==> config.mk <==
export PLATFORM = sky130hd
export DESIGN_NAME = ram_dp_be
export DESIGN_NICKNAME = d
export VERILOG_FILES = /design/src/rtl/ram_pkg.sv /design/src/rtl/ram_rd_pipe.sv /design/src/rtl/ram_dp_be.sv
export SDC_FILE = /design/constraint.sdc
export NUM_CORES = 2
export LEC_CHECK = 0
export ABC_AREA = 1
export CAP_MARGIN = 20
export CORE_ASPECT_RATIO = 2
export CORE_MARGIN = 2
export CORE_UTILIZATION = 65
export CTS_BUF_LIST = sky130_fd_sc_hd__clkbuf_8
export CTS_CLUSTER_SIZE = 25
export DETAILED_ROUTE_END_ITERATION = 8
export DONT_BUFFER_PORTS = 1
export HOLD_SLACK_MARGIN = 0.05
export PLACE_DENSITY = 0.81
export RECOVER_POWER = 25
export SLEW_MARGIN = 5
export SYNTH_ARGS = -nofsm -noshare
export SYNTH_HDL_FRONTEND = slang
export SYNTH_HIERARCHICAL = 1
export SYNTH_SLANG_ARGS = --single-unit
==> constraint.sdc <==
create_clock -name clk -period 12.9 [get_ports clk]
set_clock_uncertainty 0.2 [all_clocks]
set_input_delay 3.87 -clock clk [delete_from_list [all_inputs] [get_ports clk]]
set_output_delay 3.87 -clock clk [all_outputs]
set_load 0.02 [all_outputs]
==> src/rtl/ram_pkg.sv <==
// Shared definitions for the byte-enable dual-port RAM family: state encoding,
// read-during-write mode constants and a byte-count helper.
package ram_pkg;

  localparam logic [0:0] ST_CLEAR = 1'b0;
  localparam logic [0:0] ST_READY = 1'b1;

  localparam int RDW_OLD = 0;
  localparam int RDW_NEW = 1;

  function automatic int byteCount(input int width);
    return width / 8;
  endfunction

endpackage

==> src/rtl/ram_rd_pipe.sv <==
// Depth-N data+valid register pipeline with synchronous flush; data only
// advances alongside a valid so each stage holds its last word between reads.
module ram_rd_pipe #(
  parameter int WIDTH  = 8,
  parameter int STAGES = 1
) (
  input  logic             clk,
  input  logic             flush_i,
  input  logic             valid_i,
  input  logic [WIDTH-1:0] data_i,
  output logic             valid_o,
  output logic [WIDTH-1:0] data_o
);

  if (STAGES < 1) begin : gBadStages
    $error("ram_rd_pipe: STAGES must be at least 1");
  end

  logic [STAGES-1:0] valid_q;
  logic [WIDTH-1:0]  data_q [STAGES];

  always_ff @(posedge clk) begin
    if (flush_i) begin
      valid_q <= '0;
      for (int i = 0; i < STAGES; i++) begin
        data_q[i] <= '0;
      end
    end else begin
      valid_q[0] <= valid_i;
      if (valid_i) begin
        data_q[0] <= data_i;
      end
      for (int i = 1; i < STAGES; i++) begin
        valid_q[i] <= valid_q[i-1];
        if (valid_q[i-1]) begin
          data_q[i] <= data_q[i-1];
        end
      end
    end
  end

  assign valid_o = valid_q[STAGES-1];
  assign data_o  = data_q[STAGES-1];

endmodule

==> src/rtl/ram_dp_be.sv <==
// Simple-dual-port RAM with per-byte write enables, 1/2-cycle read latency,
// selectable read-during-write result and a post-reset clear engine.
module ram_dp_be
  import ram_pkg::*;
#(
  parameter int                    DATA_WIDTH     = 8,
  parameter int                    ADDR_WIDTH     = 8,
  parameter int                    DEPTH          = 256,
  parameter int                    READ_LATENCY   = 1,
  parameter int                    RDW_MODE       = 0,
  parameter int                    CLEAR_ON_RESET = 1,
  parameter logic [DATA_WIDTH-1:0] INIT_VALUE     = '0
) (
  input  logic                    clk,
  input  logic                    rst,
  input  logic                    wr_en,
  input  logic [ADDR_WIDTH-1:0]   wr_addr,
  input  logic [DATA_WIDTH/8-1:0] wr_be,
  input  logic [DATA_WIDTH-1:0]   wr_data,
  input  logic                    rd_en,
  input  logic [ADDR_WIDTH-1:0]   rd_addr,
  output logic [DATA_WIDTH-1:0]   rd_data,
  output logic                    rd_valid,
  output logic                    busy
);

  localparam int NBYTES = byteCount(DATA_WIDTH);
  localparam int IDX_W  = (DEPTH > 1) ? $clog2(DEPTH) : 1;
  localparam logic [ADDR_WIDTH:0] DEPTH_EXT = (ADDR_WIDTH+1)'(DEPTH);
  localparam logic [IDX_W-1:0]    LAST_IDX  = IDX_W'(DEPTH - 1);

  if (DATA_WIDTH < 8 || (DATA_WIDTH % 8) != 0) begin : gBadWidth
    $error("ram_dp_be: DATA_WIDTH must be a non-zero multiple of 8");
  end
  if (READ_LATENCY != 1 && READ_LATENCY != 2) begin : gBadLatency
    $error("ram_dp_be: READ_LATENCY must be 1 or 2");
  end
  if (DEPTH < 1 || DEPTH > (1 << ADDR_WIDTH)) begin : gBadDepth
    $error("ram_dp_be: DEPTH must be between 1 and 2**ADDR_WIDTH");
  end

  logic [DATA_WIDTH-1:0] mem [DEPTH];

  logic [0:0]            state_q, state_d;
  logic [IDX_W-1:0]      cnt_q, cnt_d;
  logic [DATA_WIDTH-1:0] rdData_q, rdData_d;
  logic                  rdValid_q, rdValid_d;

  logic                  ready, wrInRange, rdInRange, wrFire, rdFire, collide;
  logic [IDX_W-1:0]      wrIdx, rdIdx;
  logic [DATA_WIDTH-1:0] oldWord, mergedWord, rdWord;

  // Requests are only honoured in READY and never on a reset edge.
  assign ready     = (state_q == ST_READY) && !rst;
  assign busy      = (state_q == ST_CLEAR);
  assign wrInRange = {1'b0, wr_addr} < DEPTH_EXT;
  assign rdInRange = {1'b0, rd_addr} < DEPTH_EXT;
  assign wrIdx     = wr_addr[IDX_W-1:0];
  assign rdIdx     = rd_addr[IDX_W-1:0];
  assign wrFire    = ready && wr_en && wrInRange;
  assign rdFire    = ready && rd_en;
  assign collide   = wrFire && rdInRange && (wr_addr == rd_addr);
  assign oldWord   = rdInRange ? mem[rdIdx] : '0;

  always_comb begin
    mergedWord = oldWord;
    for (int i = 0; i < NBYTES; i++) begin
      if (wr_be[i]) begin
        mergedWord[8*i +: 8] = wr_data[8*i +: 8];
      end
    end
  end

  assign rdWord = (collide && RDW_MODE == RDW_NEW) ? mergedWord : oldWord;

  always_comb begin
    state_d = state_q;
    cnt_d   = cnt_q;
    if (state_q == ST_CLEAR) begin
      cnt_d = cnt_q + IDX_W'(1);
      if (cnt_q == LAST_IDX) begin
        state_d = ST_READY;
        cnt_d   = '0;
      end
    end
  end

  assign rdData_d  = rdFire ? rdWord : rdData_q;
  assign rdValid_d = rdFire;

  always_ff @(posedge clk) begin
    if (rst) begin
      state_q   <= (CLEAR_ON_RESET != 0) ? ST_CLEAR : ST_READY;
      cnt_q     <= '0;
      rdData_q  <= '0;
      rdValid_q <= 1'b0;
    end else begin
      state_q   <= state_d;
      cnt_q     <= cnt_d;
      rdData_q  <= rdData_d;
      rdValid_q <= rdValid_d;
    end
  end

  // The array has no reset; the clear engine is the only way to initialise it.
  always_ff @(posedge clk) begin
    if (!rst && state_q == ST_CLEAR) begin
      mem[cnt_q] <= INIT_VALUE;
    end else if (wrFire) begin
      for (int i = 0; i < NBYTES; i++) begin
        if (wr_be[i]) begin
          mem[wrIdx][8*i +: 8] <= wr_data[8*i +: 8];
        end
      end
    end
  end

  if (READ_LATENCY == 2) begin : gLat2
    ram_rd_pipe #(
      .WIDTH  (DATA_WIDTH),
      .STAGES (1)
    ) uRdPipe (
      .clk     (clk),
      .flush_i (rst),
      .valid_i (rdValid_q),
      .data_i  (rdData_q),
      .valid_o (rd_valid),
      .data_o  (rd_data)
    );
  end else begin : gLat1
    assign rd_valid = rdValid_q;
    assign rd_data  = rdData_q;
  end

endmodule

==> results.toml <==
[run_status]
status = "finished with violations"
violations = "capacitance limit, slew limit"

[power]
leakage_uw = 0.03320
pwr_density_cell_nw_per_um2 = 135.2
peakVddDrop_mv = 0.1417

[cts]
clk_path_buf_depth = 3
cts_setup_buffers = 0
clock_latency_ns = 0.94
cts_hold_buf = 0
cts_tree = "built"
cts_sinks = 2066
clk_pin_slew_ns = 0.07
cts_buffers = 241
root_buffer = "clkbuf_8"
postCtsResizedCells = 0
htreeDepth = 4

[placement]
dpl.hpwl_um = 126900
dpl-instance-area_sq_um = 84770
gp_congestion = 0.9665
port_buffers = 0

[sta]
timing_hold_violations_final = 0
period_needed_ns = 9.459
setup_viol_count_final = 0
tightestPinTransition_ns = 4.912
fmax_ghz = 0.1057
report.final.slew_viol_count = 1360
fin_crit_sh_pct = 73.33
final.setup.tns_ns = 0
rsz0062_at_grt = "false"
relSlewSlack_pct = -227.5

[setup_path]
cp.required_ns = 13.31
cp-start-kind = "input pin"
end_kind = "flop"
cp.arrival_ns = 9.87
path_max_fanout = 191
crit_type = "input pin to flop"
r2r_cells = 6

[global_route]
grt_max_degree = 1026
grt_pass1_vias = 55350
gr-total-overflow = 0
antenna_found_initial = 5
grt_pass1_wl_um = 331800
grt_usage_pct = 33.94

[floorplanning]
dieArea_sq_um = 132300
die_h_um = 512.4
ios = 39
core_area_sq_um = 128500
dieWidth_um = 258.2
start_util_pct = 65.40
rows = 186

[finish]
synthToLayoutAreaGrowth_pct = 6.226
final_core_util_pct = 69.47
design_area_sq_um = 89250
fin_nets = 7049
drive_gt1_share_pct = 5.747
nFillCells = 8584

[worst_hold_path]
min_path_cells = 2
hold_class = "flop to flop"

[drt]
detail-route-antenna-nets = 0
avgRoutedWirePerCell_um = 25.12
dr.first_iter.drc_count = 7811
drt_wl_total_um = 223900
first_pass_iters = 6
vias = 56900
drc_errors = 0
viasPerCell = 6.382

[synthesis]
ys_ff_latch = 2066
synth_fp_nets = 7227
post_synth_instance_area_sq_um = 84020
yosys_warnings = 6
yosysTopAreaCell = "edfxtp_1"
seq_area_frac_synth_pct = 73.63
synth.avg_cell_area_sq_um = 11.67
synth.top_cell.area_share_pct = 73.20
synth.distinct_cells = 30
ys_top_cells_by_area = "edfxtp_1 (73%), nand3_1 (12%), nand2_1 (10%)"
synthCells = 7197

[run]
drv_cap = 11
## per-layer routing
layer  wire [um]  global-route usage (%)
met2      110800                   56.44
met1       69280                   39.21
met4       19870                   25.12
met3       23970                   6.451
met5          45                       0
## cells by family after synthesis
group | count (synthesis) | synth area share (%)
adders and majority gates | 1 | 0.01489
and+or+nand+nor | 4562 | 23.44
DFF | 2066 | 73.63
AOI/OAI and AO/OA | 18 | 0.1489
xor gates and xnor gates | 2 | 0.02085
buffers and inverters | 548 | 2.752
## placed cells by master (no fill, tap or decap), types with 2 or more instances in the layout
cell | synthesis | final
buf_4 | 3 | 42
clkbuf_1 | 238 | 9
a21oi_1 | 4 | 4
nor2_1 | 295 | 291
nand2_1 | 2283 | 2282
diode_2 | 0 | 3
edfxtp_1 | 2048 | 2048
o21ai_2 | 5 | 5
clkinvlp_4 | 0 | 7
xor2_1 | 2 | 2
nor3_1 | 4 | 4
nand2_2 | 13 | 14
clkinv_2 | 0 | 47
buf_12 | 0 | 7
clkinv_1 | 1 | 73
dfxtp_1 | 18 | 18
buf_6 | 6 | 4
nor2_4 | 5 | 8
inv_8 | 0 | 3
bufinv_16 | 0 | 12
nand3_1 | 1955 | 1956
nor2_2 | 2 | 3
o21ai_0 | 6 | 6
inv_1 | 55 | 108
clkbuf_8 | 0 | 251
inv_2 | 7 | 5
## area by class of cell
type | instances | area, sq um | share of cell area (%)
inverter | 63 | 261.5 | 0.2930
multi-input combinational | 4583 | 19860 | 22.25
sequential | 2066 | 61860 | 69.31
tap | 1692 | 2117 | 2.372
antenna | 3 | 7.507 | 0.008411
clock inverter | 194 | 1134 | 1.270
clock buffer | 251 | 3455 | 3.871
timing repair buffer | 64 | 554.3 | 0.6210
## cell usage after synthesis
library cell,n
a21oi_1,4
a31oi_1,1
xor2_1,2
o21ai_0,6
dfxtp_1,18
o21ai_2,5
nand3_1,1955
nor2_1,295
o41ai_1,1
nand2_1,2283
edfxtp_1,2048
nand3_4,1
inv_1,55
nand3_2,1
inv_2,7
nor3_1,4
ha_1,1
nor2_2,2
nor3b_1,1
nand2_2,13
o21ai_4,1
buf_6,6
clkbuf_1,238
clkinv_1,1
nor2_4,5
buf_1,79
nor3b_4,1
buf_4,3
buf_2,159
nand4_1,1
## worst max-delay path: stages
cell and delay [ns]:
nor2_1 0.22, nand3_1 0.91, nor2_4 0.30, clkbuf_2 3.43, buf_4 1.04
## worst paths after layout
| check | from | to | slack [ns] |
|---|---|---|---|
| worst min-delay path | cnt_q[5] | cnt_q[5] | 0.32 |
| worst max-delay path | rst | mem[72][0] | 3.44 |
| worst min register to register | cnt_q[5] | cnt_q[5] | 0.32 |
| worst max register to register | state_q | mem[72][0] | 5.77 |
## state kept, by name, indices dropped and copies added, names as in the netlist
register	count
rd_data	8
mem	2048
state_q	1
rd_valid	1
cnt_q	8
## per-stage QoR
stage          total power, uW  hold WS [ns]  setup slack, ns  instances
5_1_grt                  12320        0.3420            3.234       8914
6_report                 12070        0.3153            3.441       8916
2_1_floorplan             7799        0.2546            1.105       7197
4_1_cts                  12040        0.3032            6.186       8913
3_3_place_gp              7868        0.2775            5.160       8462
3_5_place_dp              7876        0.2925            5.112       8468
## report_power, final
part           leakage, uW  internal (uW)  switching [uW]
combinational      0.00786            138             347
sequential          0.0228           7260            1.93
clock              0.00257           2040            2270
No activity file was read; power rests on OpenSTA's default activity.
